$ cat src/rtl/pe_seq_pkg.sv
// -----------------------------------------------------------------------------
// pe_seq_pkg
// Shared definitions for the PE loop-nest sequencer:
//   - default geometry (loop depth, index width, address width, reduction depth)
//   - pad numbering used to index the per-pad address accumulators
//   - sequencer state encoding
//   - per-level loop control bundle {reset, start, stall}
// Optional feature macro used by the sequencer: PE_SEQ_ERROR_EN.
// -----------------------------------------------------------------------------
package pe_seq_pkg;

    localparam int unsigned NDEPTH_DEF = 32'd4;
    localparam int unsigned IDXW_DEF   = 32'd8;
    localparam int unsigned AW_DEF     = 32'd8;
    localparam int unsigned NRED_DEF   = 32'd2;

    // Three operand pads, each with its own address accumulator.
    localparam int unsigned NPAD  = 32'd3;
    localparam int unsigned PAD_I = 32'd0;
    localparam int unsigned PAD_W = 32'd1;
    localparam int unsigned PAD_P = 32'd2;

    typedef enum logic [2:0] {
        ST_IDLE  = 3'd0,
        ST_INIT  = 3'd1,
        ST_WORK  = 3'd2,
        ST_STALL = 3'd3,
        ST_DONE  = 3'd4
    } seq_state_e;

    // Control shared by every loop level: reset clears, start loads the
    // level size and zeroes the index, stall freezes the index.
    typedef struct packed {
        logic reset;
        logic start;
        logic stall;
    } loop_ctl_t;

endpackage

$ cat src/rtl/pe_loop_index.sv
// -----------------------------------------------------------------------------
// pe_loop_index
// One level of the loop nest: holds the level's index and latched size,
// increments when the carry from the level below arrives and the nest is not
// stalled, wraps to zero at size-1 and passes the carry upwards.
// Ports:
//   clk_i, rst_ni   clock, asynchronous active-low reset
//   reset_i         synchronous clear of index and size
//   start_i         latch size_i and zero the index
//   stall_i         hold the index this cycle
//   size_i          iteration count of this level
//   carry_i         every lower level wraps (tie high for level 0)
//   first_o         index is 0
//   last_o          index is size-1
//   carry_o         this level and every lower level wrap
// -----------------------------------------------------------------------------
module pe_loop_index
    import pe_seq_pkg::*;
#(
    parameter int unsigned IDXW = IDXW_DEF
) (
    input  logic            clk_i,
    input  logic            rst_ni,
    input  logic            reset_i,
    input  logic            start_i,
    input  logic            stall_i,
    input  logic [IDXW-1:0] size_i,
    input  logic            carry_i,
    output logic            first_o,
    output logic            last_o,
    output logic            carry_o
);

    localparam logic [IDXW-1:0] IDX_ZERO = {IDXW{1'b0}};
    localparam logic [IDXW-1:0] IDX_ONE  = {{(IDXW-1){1'b0}}, 1'b1};

    logic [IDXW-1:0] idx_q;
    logic [IDXW-1:0] size_q;

    assign first_o = (idx_q == IDX_ZERO);
    assign last_o  = (idx_q == (size_q - IDX_ONE));
    assign carry_o = carry_i & last_o;

    // Index and latched size of this level.
    always_ff @(posedge clk_i or negedge rst_ni) begin
        if (!rst_ni) begin
            idx_q  <= IDX_ZERO;
            size_q <= IDX_ZERO;
        end else if (reset_i) begin
            idx_q  <= IDX_ZERO;
            size_q <= IDX_ZERO;
        end else if (start_i) begin
            idx_q  <= IDX_ZERO;
            size_q <= size_i;
        end else if (!stall_i && carry_i) begin
            idx_q <= last_o ? IDX_ZERO : (idx_q + IDX_ONE);
        end else begin
            idx_q <= idx_q;
        end
    end

endmodule

$ cat src/rtl/pe_loop_sequencer.sv
// -----------------------------------------------------------------------------
// pe_loop_sequencer
// Walks an NDEPTH-deep loop nest (level 0 innermost) and produces, for every
// iteration, the input/weight/psum pad addresses plus psum first/last flags.
// An iteration fires when both operand pads are ready and the nest is running;
// the acks follow the fire combinationally and the addresses of the fired
// iteration appear registered one cycle later.
// Optional feature: define PE_SEQ_ERROR_EN to add the sticky o_error port
// (zero size or start while busy) and a zero-size INIT->DONE escape.
// Ports:
//   i_clk, i_rst_n            clock, asynchronous active-low reset
//   i_start / i_clear         launch from IDLE / synchronous abort to IDLE
//   i_stall                   freeze iteration
//   i_size                    NDEPTH x IDXW iteration counts (level 0 at LSB)
//   i_istride/i_wstride/i_pstride  NDEPTH x AW per-level strides
//   Input_rdy/Input_ack, Weight_rdy/Weight_ack  operand handshakes
//   o_valid, o_iaddr, o_waddr, o_paddr  registered iteration addresses
//   o_psum_first, o_psum_last           reduction-window boundaries
//   o_done, o_busy                      final-iteration pulse, not-IDLE
//   o_error (PE_SEQ_ERROR_EN only)      sticky configuration/protocol error
// -----------------------------------------------------------------------------
module pe_loop_sequencer
    import pe_seq_pkg::*;
#(
    parameter int unsigned NDEPTH = NDEPTH_DEF,
    parameter int unsigned IDXW   = IDXW_DEF,
    parameter int unsigned AW     = AW_DEF,
    parameter int unsigned NRED   = NRED_DEF
) (
    input  logic                   i_clk,
    input  logic                   i_rst_n,
    input  logic                   i_start,
    input  logic                   i_clear,
    input  logic                   i_stall,
    input  logic [NDEPTH*IDXW-1:0] i_size,
    input  logic [NDEPTH*AW-1:0]   i_istride,
    input  logic [NDEPTH*AW-1:0]   i_wstride,
    input  logic [NDEPTH*AW-1:0]   i_pstride,
    input  logic                   Input_rdy,
    output logic                   Input_ack,
    input  logic                   Weight_rdy,
    output logic                   Weight_ack,
    output logic                   o_valid,
    output logic [AW-1:0]          o_iaddr,
    output logic [AW-1:0]          o_waddr,
    output logic [AW-1:0]          o_paddr,
    output logic                   o_psum_first,
    output logic                   o_psum_last,
    output logic                   o_done,
    output logic                   o_busy
`ifdef PE_SEQ_ERROR_EN
    ,
    output logic                   o_error
`endif
);

    localparam logic [AW-1:0] ADDR_ZERO = {AW{1'b0}};
    // Ones on the reduction levels; non-reduction levels are masked out of
    // the psum first/last reductions.
    localparam logic [NDEPTH-1:0] RED_MASK = {NDEPTH{1'b1}} >> (NDEPTH - NRED);

    seq_state_e     state_q;
    loop_ctl_t      ctl_s;
    logic           fire_s;
    logic [NDEPTH:0]   carry_s;
    logic [NDEPTH-1:0] first_s;
    logic [NDEPTH-1:0] last_s;
    logic [NDEPTH-1:0] inc_s;
    logic [NDEPTH-1:0] wrap_s;
    logic           red_first_s;
    logic           red_last_s;

    logic [AW-1:0]  stride_in_s [NPAD][NDEPTH];
    logic [AW-1:0]  stride_q    [NPAD][NDEPTH];
    logic [AW-1:0]  off_q       [NPAD][NDEPTH];
    logic [AW-1:0]  off_d       [NPAD][NDEPTH];
    logic [AW-1:0]  acc_q       [NPAD];
    logic [AW-1:0]  acc_d       [NPAD];
    logic [AW-1:0]  addr_q      [NPAD];

    logic           valid_q;
    logic           first_q;
    logic           last_q;
    logic           done_q;

    assign fire_s     = (state_q == ST_WORK) & Input_rdy & Weight_rdy & ~i_stall;
    assign Input_ack  = fire_s;
    assign Weight_ack = fire_s;

    // Per-level control shared by every index level.
    always_comb begin
        ctl_s.reset = i_clear;
        ctl_s.start = (state_q == ST_INIT);
        ctl_s.stall = ~fire_s;
    end

    // Level 0 always receives the carry; the chain top means "all levels last".
    assign carry_s[0] = 1'b1;

    for (genvar k = 0; k < NDEPTH; k++) begin : g_level
        pe_loop_index #(
            .IDXW (IDXW)
        ) u_idx (
            .clk_i   (i_clk),
            .rst_ni  (i_rst_n),
            .reset_i (ctl_s.reset),
            .start_i (ctl_s.start),
            .stall_i (ctl_s.stall),
            .size_i  (i_size[k*IDXW +: IDXW]),
            .carry_i (carry_s[k]),
            .first_o (first_s[k]),
            .last_o  (last_s[k]),
            .carry_o (carry_s[k+1])
        );
        assign inc_s[k]  = fire_s & carry_s[k];
        assign wrap_s[k] = fire_s & carry_s[k+1];
    end

    assign red_first_s = &(first_s | ~RED_MASK);
    assign red_last_s  = &(last_s  | ~RED_MASK);

    // Unpack the flat stride buses into a [pad][level] view.
    always_comb begin
        for (int k = 0; k < NDEPTH; k++) begin
            stride_in_s[PAD_I][k] = i_istride[k*AW +: AW];
            stride_in_s[PAD_W][k] = i_wstride[k*AW +: AW];
            stride_in_s[PAD_P][k] = i_pstride[k*AW +: AW];
        end
    end

    // Incremental address update. off_q[p][k] tracks idx[k]*stride[k], so on a
    // wrap it is exactly the (size-1)*stride amount to rewind, without a
    // multiplier. Arithmetic wraps modulo 2^AW.
    always_comb begin
        for (int p = 0; p < NPAD; p++) begin
            acc_d[p] = acc_q[p];
            for (int k = 0; k < NDEPTH; k++) begin
                off_d[p][k] = off_q[p][k];
                if (wrap_s[k]) begin
                    acc_d[p]    = acc_d[p] - off_q[p][k];
                    off_d[p][k] = ADDR_ZERO;
                end else if (inc_s[k]) begin
                    acc_d[p]    = acc_d[p] + stride_q[p][k];
                    off_d[p][k] = off_q[p][k] + stride_q[p][k];
                end else begin
                    off_d[p][k] = off_q[p][k];
                end
            end
        end
    end

    // Stride latches, per-level offsets and running pad addresses.
    always_ff @(posedge i_clk or negedge i_rst_n) begin
        if (!i_rst_n) begin
            for (int p = 0; p < NPAD; p++) begin
                acc_q[p] <= ADDR_ZERO;
                for (int k = 0; k < NDEPTH; k++) begin
                    off_q[p][k]    <= ADDR_ZERO;
                    stride_q[p][k] <= ADDR_ZERO;
                end
            end
        end else if (i_clear) begin
            for (int p = 0; p < NPAD; p++) begin
                acc_q[p] <= ADDR_ZERO;
                for (int k = 0; k < NDEPTH; k++) begin
                    off_q[p][k]    <= ADDR_ZERO;
                    stride_q[p][k] <= ADDR_ZERO;
                end
            end
        end else if (state_q == ST_INIT) begin
            for (int p = 0; p < NPAD; p++) begin
                acc_q[p] <= ADDR_ZERO;
                for (int k = 0; k < NDEPTH; k++) begin
                    off_q[p][k]    <= ADDR_ZERO;
                    stride_q[p][k] <= stride_in_s[p][k];
                end
            end
        end else if (fire_s) begin
            acc_q <= acc_d;
            off_q <= off_d;
        end else begin
            acc_q <= acc_q;
            off_q <= off_q;
        end
    end

`ifdef PE_SEQ_ERROR_EN
    logic zero_size_s;
    logic err_q;

    // Any level configured with a zero iteration count.
    always_comb begin
        zero_size_s = 1'b0;
        for (int k = 0; k < NDEPTH; k++) begin
            if (i_size[k*IDXW +: IDXW] == {IDXW{1'b0}}) begin
                zero_size_s = 1'b1;
            end else begin
                zero_size_s = zero_size_s;
            end
        end
    end

    // Sticky error flag, cleared only by reset or i_clear.
    always_ff @(posedge i_clk or negedge i_rst_n) begin
        if (!i_rst_n) begin
            err_q <= 1'b0;
        end else if (i_clear) begin
            err_q <= 1'b0;
        end else if (((state_q == ST_INIT) && zero_size_s) ||
                     (i_start && (state_q != ST_IDLE))) begin
            err_q <= 1'b1;
        end else begin
            err_q <= err_q;
        end
    end

    assign o_error = err_q;
`endif

    // Sequencer FSM with its registered iteration outputs.
    always_ff @(posedge i_clk or negedge i_rst_n) begin
        if (!i_rst_n) begin
            state_q <= ST_IDLE;
            valid_q <= 1'b0;
            first_q <= 1'b0;
            last_q  <= 1'b0;
            done_q  <= 1'b0;
            for (int p = 0; p < NPAD; p++) begin
                addr_q[p] <= ADDR_ZERO;
            end
        end else if (i_clear) begin
            state_q <= ST_IDLE;
            valid_q <= 1'b0;
            first_q <= 1'b0;
            last_q  <= 1'b0;
            done_q  <= 1'b0;
            for (int p = 0; p < NPAD; p++) begin
                addr_q[p] <= ADDR_ZERO;
            end
        end else begin
            valid_q <= fire_s;
            first_q <= fire_s & red_first_s;
            last_q  <= fire_s & red_last_s;
            // carry_s[NDEPTH] means every level is at size-1: final iteration.
            done_q  <= fire_s & carry_s[NDEPTH];
            if (fire_s) begin
                addr_q <= acc_q;
            end
            case (state_q)
                ST_IDLE: begin
                    if (i_start) begin
                        state_q <= ST_INIT;
                    end
                end
                ST_INIT: begin
`ifdef PE_SEQ_ERROR_EN
                    if (zero_size_s) begin
                        state_q <= ST_DONE;
                        done_q  <= 1'b1;
                    end else begin
                        state_q <= ST_WORK;
                    end
`else
                    state_q <= ST_WORK;
`endif
                end
                ST_WORK: begin
                    if (fire_s && carry_s[NDEPTH]) begin
                        state_q <= ST_DONE;
                    end else if (i_stall) begin
                        state_q <= ST_STALL;
                    end
                end
                ST_STALL: begin
                    if (!i_stall) begin
                        state_q <= ST_WORK;
                    end
                end
                ST_DONE: begin
                    state_q <= ST_IDLE;
                end
                default: begin
                    state_q <= ST_IDLE;
                end
            endcase
        end
    end

    assign o_valid      = valid_q;
    assign o_iaddr      = addr_q[PAD_I];
    assign o_waddr      = addr_q[PAD_W];
    assign o_paddr      = addr_q[PAD_P];
    assign o_psum_first = first_q;
    assign o_psum_last  = last_q;
    assign o_done       = done_q;
    assign o_busy       = (state_q != ST_IDLE);

endmodule
$ cat config.mk
export PLATFORM = sky130hd
export DESIGN_NAME = pe_loop_sequencer
export DESIGN_NICKNAME = d
export VERILOG_FILES = /design/src/rtl/pe_seq_pkg.sv /design/src/rtl/pe_loop_index.sv /design/src/rtl/pe_loop_sequencer.sv
export SDC_FILE = /design/constraint.sdc
export NUM_CORES = 1
export LEC_CHECK = 0
export BUFFER_PORTS_ARGS = -buffer_cell sky130_fd_sc_hd__buf_2
export CELL_PAD_IN_SITES_DETAIL_PLACEMENT = 1
export CELL_PAD_IN_SITES_GLOBAL_PLACEMENT = 1
export CORE_ASPECT_RATIO = 2
export CORE_MARGIN = 5
export CORE_UTILIZATION = 52
export CTS_CLUSTER_DIAMETER = 80
export DETAILED_ROUTE_END_ITERATION = 8
export HOLD_SLACK_MARGIN = 0.03
export PLACE_DENSITY = 0.85
export SLEW_MARGIN = 30
export SYNTH_ARGS = -nofsm -noshare
export SYNTH_HDL_FRONTEND = slang
export SYNTH_SLANG_ARGS = --single-unit
$ cat constraint.sdc
create_clock -name i_clk -period 19.4 [get_ports i_clk]
set_input_delay 2.91 -clock i_clk [delete_from_list [all_inputs] [get_ports i_clk]]
set_output_delay 2.91 -clock i_clk [all_outputs]
set_load 0.1 [all_outputs]
# ---- Word-level counts from Yosys, hierarchy flattened
# Index checks and enable logic that the tools add are counted.
# Widths: inputs -> output; s select.
dict set report word_totals {
  reg_bits 311
  input_bits 135
  out_inout_bits 31
  elab_cells 222
}
dict set report op_classes {
  addsub 44
  n_eq_ne 10
  n_mux 89
  n_bitwise 13
  reduce_logical 23
}
# op count
set ops {}
lappend ops {{$mux 8} 69}
lappend ops {{$mux 96} 5}
lappend ops {{$add 8x8->8} 24}
lappend ops {{$mux 24} 5}
lappend ops {{$sub 8x8->8} 12}
lappend ops {{$add 8x1->8 const B} 4}
lappend ops {{$eq 8x8->1} 4}
lappend ops {{$sub 8x1->8 const B} 4}
lappend ops {{$logic_not 8->1} 2}
lappend ops {{$mux 3} 5}
lappend ops {{$reduce_bool 3->1} 5}
lappend ops {{$and 1x1->1} 12}
lappend ops {{$pmux 3 s4} 1}
lappend ops {{$reduce_bool 4->1} 3}
lappend ops {{$reduce_and 2->1} 5}
lappend ops {{$eq 3x2->1 const B} 2}
lappend ops {{$ne 3x3->1 const B} 2}
lappend ops {{$logic_and 1x1->1} 4}
lappend ops {{$mux 1} 4}
lappend ops {{$ne 4x3->1 const B} 1}
lappend ops {{$reduce_bool 2->1} 2}
lappend ops {{$eq 3x1->1 const B} 1}
lappend ops {{$logic_not 3->1} 1}
lappend ops {{$reduce_and 3->1} 1}
lappend ops {{$not 1->1} 1}

# ---- Logic depth before layout (Yosys ltp)
# Gate-level depths: netlist of the first run.
dict set report logic_depth {
  ltp_word 18
  depth_mapped 39
  ltp_nobuf 36
}

# ---- By module
# Synthesis of the first run repeated with hierarchy kept, for this count alone.
dict set report unflattened {
  hier_cells 2928
  hier_area_um2 25099.1
}
# module n_inst cells_each area_each_um2 seq_area_each_um2
set modules_own_cells {}
lappend modules_own_cells {pe_loop_sequencer 1 2472 20689.8 6180.9}
lappend modules_own_cells {pe_loop_index 4 114 1102.3 400.4}

# ---- Worst setup path before layout of the first run
# Ideal clock, no wire load.
dict set report synth_path {
  path_type {input port to flip-flop}
  from {input i_stall}
  to {register acc_q[7] in the netlist's numbering}
  setup_time_ns 0.125
  arrival_time_ns 8.488
  required_time_ns 19.275
  setup_slack_ns 10.787
  cell_stages 32
  path_buffers 3
  path_cell_list {and4bb_1 nand3b_2 nor2_1 buf_2 buf_2 buf_1 nand2_1 and2_1 ha_1 inv_1 fa_1 nor2b_1 o21ai_0 a21boi_0 o21a_1 o21ai_0 or3b_2 a21oi_1 a21o_1 ha_1 xnor2_1 a211oi_1 a21oi_1 ha_1 or3_1 o21ai_0 a21oi_1 xor2_1 nor4_1 mux2_2 a211oi_1 o21ai_1}
}
dict set report synth_via {
  elab_chain_len 16
  elab_cells_between_ends 24
  cone_classes {add/sub (6); mux (11); bitwise (6); reduce/logical (1)}
}
# element line_no
set synth_rtl {}
lappend synth_rtl {{start, declared} pe_loop_sequencer.sv:34} ;# input logic i_stall,
lappend synth_rtl {{$not 1->1 *} pe_loop_sequencer.sv:86} ;# assign fire_s = (state_q == ST_WORK) & Input_rdy & Weight_rdy & ~i_stall;
lappend synth_rtl {{$and 1x1->1 *} pe_loop_sequencer.sv:86}
lappend synth_rtl {{$mux 8 or $and 1x1->1 (tied branches)} {pe_loop_sequencer.sv:142, pe_loop_sequencer.sv:115, pe_loop_sequencer.sv:116}}
lappend synth_rtl {{$mux 8} pe_loop_sequencer.sv:139} ;# if (wrap_s[k]) begin
lappend synth_rtl {{$add 8x8->8} pe_loop_sequencer.sv:143} ;# acc_d[p] = acc_d[p] + stride_q[p][k];
lappend synth_rtl {{$mux 8} pe_loop_sequencer.sv:142} ;# end else if (inc_s[k]) begin
lappend synth_rtl {{$mux 8} pe_loop_sequencer.sv:139}
lappend synth_rtl {{$add 8x8->8} pe_loop_sequencer.sv:143}
lappend synth_rtl {{$mux 8} pe_loop_sequencer.sv:142}
lappend synth_rtl {{$mux 8} pe_loop_sequencer.sv:139}
lappend synth_rtl {{$add 8x8->8} pe_loop_sequencer.sv:143}
lappend synth_rtl {{$mux 8} pe_loop_sequencer.sv:142}
lappend synth_rtl {{$mux 8} pe_loop_sequencer.sv:139}
lappend synth_rtl {{$mux 24} pe_loop_sequencer.sv:178} ;# end else if (fire_s) begin
lappend synth_rtl {{$mux 24} pe_loop_sequencer.sv:170} ;# end else if (state_q == ST_INIT) begin
lappend synth_rtl {{$mux 24} pe_loop_sequencer.sv:162} ;# end else if (i_clear) begin
lappend synth_rtl {{end signal, assigned} pe_loop_sequencer.sv:182} ;# acc_q <= acc_q;
lappend synth_rtl {{end, declared} pe_loop_sequencer.sv:77} ;# logic [AW-1:0] acc_q [NPAD];
# Every way passes the cells marked *; elsewhere a longest branch is shown, timed or not. The select of a mux whose other input is x is not followed.
# A chain may end at the register's enable or synchronous reset.

# ---- Worst setup path in the final report of the first run
# Same ends and word-level chain as after synthesis.

==> flow_summary.ini, run 1 <==
[final_layout]
finish.net_count = 3183
finalCoreUtilization_pct = 58.7
n_antenna_cell = 0
post_route_cells_drive_above_1_share_pct = 10.4
nFillCells = 5248
area_growth_syn_to_layout_pct = 11.5

[routing]
detail_route.drc_violations = 0
routedWlPerCell_um = 24.0
initial_drc_count = 968
total_via_count_in_the_routed_design = 20900
first_pass_iters = 4
detail_route.vias_per_cell = 6.28
routed_wl_um = 80000
routed_antenna_nets = 0

[yosys]
postSynth.asyncResetShare_pct = 100
synth.cell_area_um2 = 23700
synth-compound-area-share_pct = 23.1
synth-edff-count = 0
synth_ff_type = dfrtp_1
postSynthRegisterBits = 311
synth_cells = 2612
synth.most_common_cell = dfrtp_1
nets_in_the_synthesized_netlist = 3047
post-synth-top-area-fraction_pct = 32.9
synth_top_family_by_area = compound AO/OA/AOI/OAI gates
synth_top_area_cell = dfrtp_1
synth.top_cells.by_area = dfrtp_1, ha_1, xnor2_1
synth_xor_area_share_pct = 10.1
synth.yosys.warnings = 0
commonest_cells_post_synth = dfrtp_1, ha_1, a21oi_1
synth.yosys.seq_area_share_pct = 32.9
synthMuxAreaShare_pct = 0.312
synth_area_per_cell_um2 = 9.07
synth-adder-area-share_pct = 17.0
yosys.cell_types.count = 80
synth_simple_gate_area_share_pct = 12.0

[clocking]
cts.htree.levels = 2
cts_hold_repair.buffers = 0
cts-buffers-inserted = 35
cts.reportedPaths.clkPinSlew_ps = 60
clk-insertion-delay-late_ps = 540
postCtsResizedCells = 0
clk_path_buf_depth = 3
cts_tree = built
cts_num_sinks = 311
cts_post_setup_buffers_inserted = 0
clock_tree.root_cell = clkbuf_16

[global_routing]
overall_overflow_remaining_after_global_route = 0
grt_use_total_pct = 31.4
grt_first_pass_wirelength_um = 127000
grt_pass1_vias = 23400
grt_max_degree = 73
antenna_violations_before_repair = 0

[timing]
final_min_period_ps = 9860
worst_slew_margin_rel_pct = 33.3
final.setup.worst_slack_ps = 9540
hold_viol = 0
slew_worst_pin_ps = 999
fin_worst_skew_ps = 15.2
final-setup-viol-count = 0
period_share_pct = 50.8
drv_slew = 0
max_clock_freq_mhz = 101
rsz_0062_raised_after_global_routing = no
timing.hold.ws_ps = 510
fin_tns_setup_ps = 0

[power]
leakage_nw = 12.6
irDropWorstVdd_mv = 0.0723
totalPowerFinal_mw = 1.83
power_per_cell_area_nw_per_um2 = 69.4

[floorplan]
total_die_area_um2 = 50200
fp.dieH_um = 312
initial_core_util_pct = 52.6
floorplan.die.width_um = 161
coreArea_um2 = 45000
design.portCount = 166
fp-row-count = 110

[worst_setup_path]
max_stage_delay_ps = 590
arrival_ps = 10270
crit_buf_inv = 4
critical_path.most_common_cell = a21oi_1
worstSetupStartpointType = input pin
crit_family = compound AO/OA/AOI/OAI gates
timing.setup.critical_path_class = input pin to register
crit_required_ps = 19810
largest_fanout_on_the_critical_path = 47
timing.critical_path.to_type = register
slowest_stage = nand2_1

[place]
worst_slack_after_detailed_placement_ps = 9090
hpwl_um = 61700
gpl.final_weighted_congestion = 0.906
io_buffer_count = 165

[outcome]
run_status = completed

[job]
timing.max_cap.violations = 0

[min_path]
type_of_the_tightest_min_delay_check = register to register
[area by class of cell]
type	instances	area, µm²	share of cell area, %
clock buffer	48	1020	3.85
clock inverter	12	178	0.673
inverter	188	706	2.67
multi-input combinational	2013	14900	56.4
sequential	311	7780	29.5
tap	560	701	2.65
timing repair buffer	199	1130	4.30
[state kept, by name, summed over array words and instances (netlist names)]
signal	count
acc_q	24
g_level.u_idx.idx_q	32
g_level.u_idx.size_q	32
o_done	1
o_iaddr	8
o_paddr	8
o_psum_first	1
o_psum_last	1
o_valid	1
o_waddr	8
off_q	96
state_q	3
stride_q	96
[cell usage in the layout (no fill, tap or decap), types with 77 or more instances in the layout]
cell type	n
buf_2	164
inv_1	186
xor2_1	98
dfrtp_1	311
o22ai_1	77
nor2_1	150
nand2_1	214
xnor2_1	167
o21ai_0	146
a21oi_1	217
a22o_1	132
ha_1	264
[worst register-to-register path, delay by kind of cell, from the launching register on]
kind	cells	cell delay, ps
compound gates	14	2620
simple gates	7	2110
fa+ha+maj	3	900
buf+inv	3	890
xor+xnor	2	510
flops	1	480
mux	1	310
[worst paths after layout]
kind	from	endpoint	slack [ps]	depth (start not counted)
min in group asynchronous	i_rst_n	off_q[28]	2310	1
hold reg to reg	g_level[3].u_idx.idx_q[7]	g_level[3].u_idx.idx_q[7]	510	1
hold / removal	g_level[3].u_idx.idx_q[7]	g_level[3].u_idx.idx_q[7]	510	1
max in group asynchronous	i_rst_n	off_q[69]	14480	4
setup reg to reg	state_q[0]	acc_q[7]	11490	30
setup / recovery	i_stall	acc_q[7]	9540	31
[per-layer routing]
layer  wire, µm  track usage, %  vias to the layer above
met1      30300            34.8                    10500
met3       3230            3.61                      241
met5          0               0                        -
met4       4950            17.0                        0
li1           -               -                     9587
met2      41600            58.0                      580
[cells by family (layout without fill, tap and decap cells)]
family                     count (synthesis)  in the layout
AOI/OAI and AO/OA                        832            832
xor gates and xnor gates                 268            268
adders and majority gates                300            300
buffers and inverters                    288            447
DFF                                      311            311
muxes                                      7              7
and+or+nand+nor                          606            606
[report_power, final]
group / total [mW] / internal, mW / switching (mW)
Sequential: 0.711 / 0.675 / 0.0359
Combinational: 0.404 / 0.168 / 0.235
Clock: 0.718 / 0.421 / 0.297
Total: 1.83 / 1.26 / 0.568
[metrics by stage]
| stage | cell area, µm² | std cells |
|---|---|---|
| 3_5_place_dp | 25200 | 3270 |
| 3_3_place_gp | 25100 | 3269 |
| 2_1_floorplan | 23700 | 2612 |
| 4_1_cts | 26400 | 3330 |
| 6_report | 26400 | 3331 |
| 5_1_grt | 26400 | 3331 |
Power figures use the tool's default switching activity.
==> run 2: changes to the inputs <==
CORE_UTILIZATION = 48   (was 52)
PLACE_DENSITY = 0.8   (was 0.85)
clock period = 10.3 ns   (was 19.4 ns; I/O delays follow)
==> run 2 against run 1 <==
Against the previous run: sequential share of layout area decreased by 0.12 points; global-route usage fell by 1.7 points; via count decreased by 0.33%; hold slack got worse by 4.2 ps; wire length is 1.9% higher; first-iteration DRC count grew 6.5%; worst setup slack worse by 7300 ps; largest power group unchanged; cell count grew 2.5%; non-clock buffer count is 1 higher.
==> flow_summary.ini, run 2 (synthesis gave the netlist of run 1 again) <==
[worst_setup_path]
worstSetupStartpointType = input pin
timing.setup.critical_path_class = input pin to register
crit_required_ps = 10720
max_stage_delay_ps = 430
slowest_stage = fa_1
arrival_ps = 8480
timing.critical_path.to_type = register
largest_fanout_on_the_critical_path = 8

[clocking]
cts.reportedPaths.clkPinSlew_ps = 60
clock_tree.root_cell = clkbuf_16
cts.htree.levels = 2
cts_num_sinks = 311
clk_path_buf_depth = 3
cts_post_setup_buffers_inserted = 0
postCtsResizedCells = 0
clk-insertion-delay-late_ps = 570
cts-buffers-inserted = 34
cts_tree = built
cts_hold_repair.buffers = 0

[place]
io_buffer_count = 165
worst_slack_after_detailed_placement_ps = 1770
hpwl_um = 63200
gpl.final_weighted_congestion = 0.947

[routing]
initial_drc_count = 1031
routedWlPerCell_um = 23.9
detail_route.drc_violations = 0
total_via_count_in_the_routed_design = 20800
routed_wl_um = 81500
detail_route.vias_per_cell = 6.11
first_pass_iters = 5
routed_antenna_nets = 0

[min_path]
type_of_the_tightest_min_delay_check = register to register

[timing]
slew_worst_pin_ps = 975
fin_worst_skew_ps = 28.5
period_share_pct = 78.2
rsz_0062_raised_after_global_routing = no
max_clock_freq_mhz = 124
final.setup.worst_slack_ps = 2240
drv_slew = 0
final_min_period_ps = 8060
hold_viol = 0
worst_slew_margin_rel_pct = 34.9
final-setup-viol-count = 0
fin_tns_setup_ps = 0

[final_layout]
post_route_cells_drive_above_1_share_pct = 10.5
nFillCells = 5752
area_growth_syn_to_layout_pct = 12.0
finish.net_count = 3183
largestRegisters = off_q x96, stride_q x96
final_cell_mix = dfrtp_1, ha_1, a21oi_1, nand2_1, inv_1
layout.cells.most_common = dfrtp_1
n_antenna_cell = 0

[global_routing]
antenna_violations_before_repair = 2
grt_use_total_pct = 29.7
grt_first_pass_wirelength_um = 129000
overall_overflow_remaining_after_global_route = 0
grt_pass1_vias = 23400
grt_max_degree = 156

[floorplan]
coreArea_um2 = 49100
initial_core_util_pct = 48.3
floorplan.die.width_um = 167
fp.dieH_um = 324
design.portCount = 166
total_die_area_um2 = 54200
fp-row-count = 115

[power]
power_per_cell_area_nw_per_um2 = 131
irDropWorstVdd_mv = 0.143
leakage_nw = 12.6

[job]
timing.max_cap.violations = 0

[outcome]
run_status = completed
[run 2: changes by cell type in the layout (fill, tap and decap cells not counted), moves of 2 or more]
| cell | change |
|---|---|
| clkbuf_1 | -5 |
| clkbuf_16 | -2 |
| clkbuf_8 | +3 |
| clkinv_2 | +4 |
| clkinv_4 | -2 |
| clkinvlp_4 | -2 |
[run 2: cell type report]
type,count,area [µm²],area share (%)
clock inverters,14,204,0.769
well taps,643,805,3.03
repair buffers,200,1150,4.36
clock buffers,44,990,3.73
multi-input cells,2013,14900,56.1
flip-flops and latches,311,7780,29.3
inverters,188,706,2.66
[run 2: power breakdown]
group	internal (mW)	total, mW	switching [mW]
clock network	0.802	1.36	0.559
logic	0.318	0.765	0.447
registers	1.27	1.34	0.0678
total	2.39	3.47	1.07
[run 2: stage by stage]
stage | instances | utilization (%) | total power, mW | instance area, µm² | hold WS (ps)
after floorplan | 2612 | - | 1.86 | 23700 | 464
after global placement | 3353 | 51.5 | 2.08 | 25200 | 479
after detailed placement | 3354 | 51.5 | 2.11 | 25300 | 495
after CTS | 3412 | 53.9 | 3.49 | 26500 | 505
after global routing | 3413 | 54.0 | 3.61 | 26500 | 537
final | 3413 | 54.0 | 3.47 | 26500 | 506
[run 2: critical path: cells and delay by family]
family	cells	cell delay, ps
compound gates	13	2430
xor+xnor	2	540
fa+ha+maj	4	1350
buf+inv	3	400
mux	1	290
simple gates	10	1930
[run 2: per-layer routing]
| layer | share of wire, % | routed length, µm | GRT usage (%) | vias up |
|---|---|---|---|---|
| met5 | 0.017 | 14 | 0 | - |
| met4 | 6.7 | 5470 | 17.3 | 2 |
| met2 | 52 | 42700 | 55.3 | 536 |
| met1 | 37 | 30500 | 32.6 | 10500 |
| li1 | - | - | - | 9580 |
| met3 | 3.5 | 2860 | 2.98 | 249 |
[run 2: path summary, 6_finish.rpt]
kind / to / slack [ps] / start / depth (start not counted)
max: acc_q[7] / 2240 / i_stall / 33
min: off_q[39] / 510 / off_q[39] / 1
min reg2reg: off_q[39] / 510 / off_q[39] / 1
min in group asynchronous: stride_q[27] / 990 / i_rst_n / 1
max in group asynchronous: g_level[2].u_idx.size_q[0] / 7900 / i_rst_n / 3
max reg2reg: acc_q[7] / 2550 / g_level[0].u_idx.size_q[2] / 32
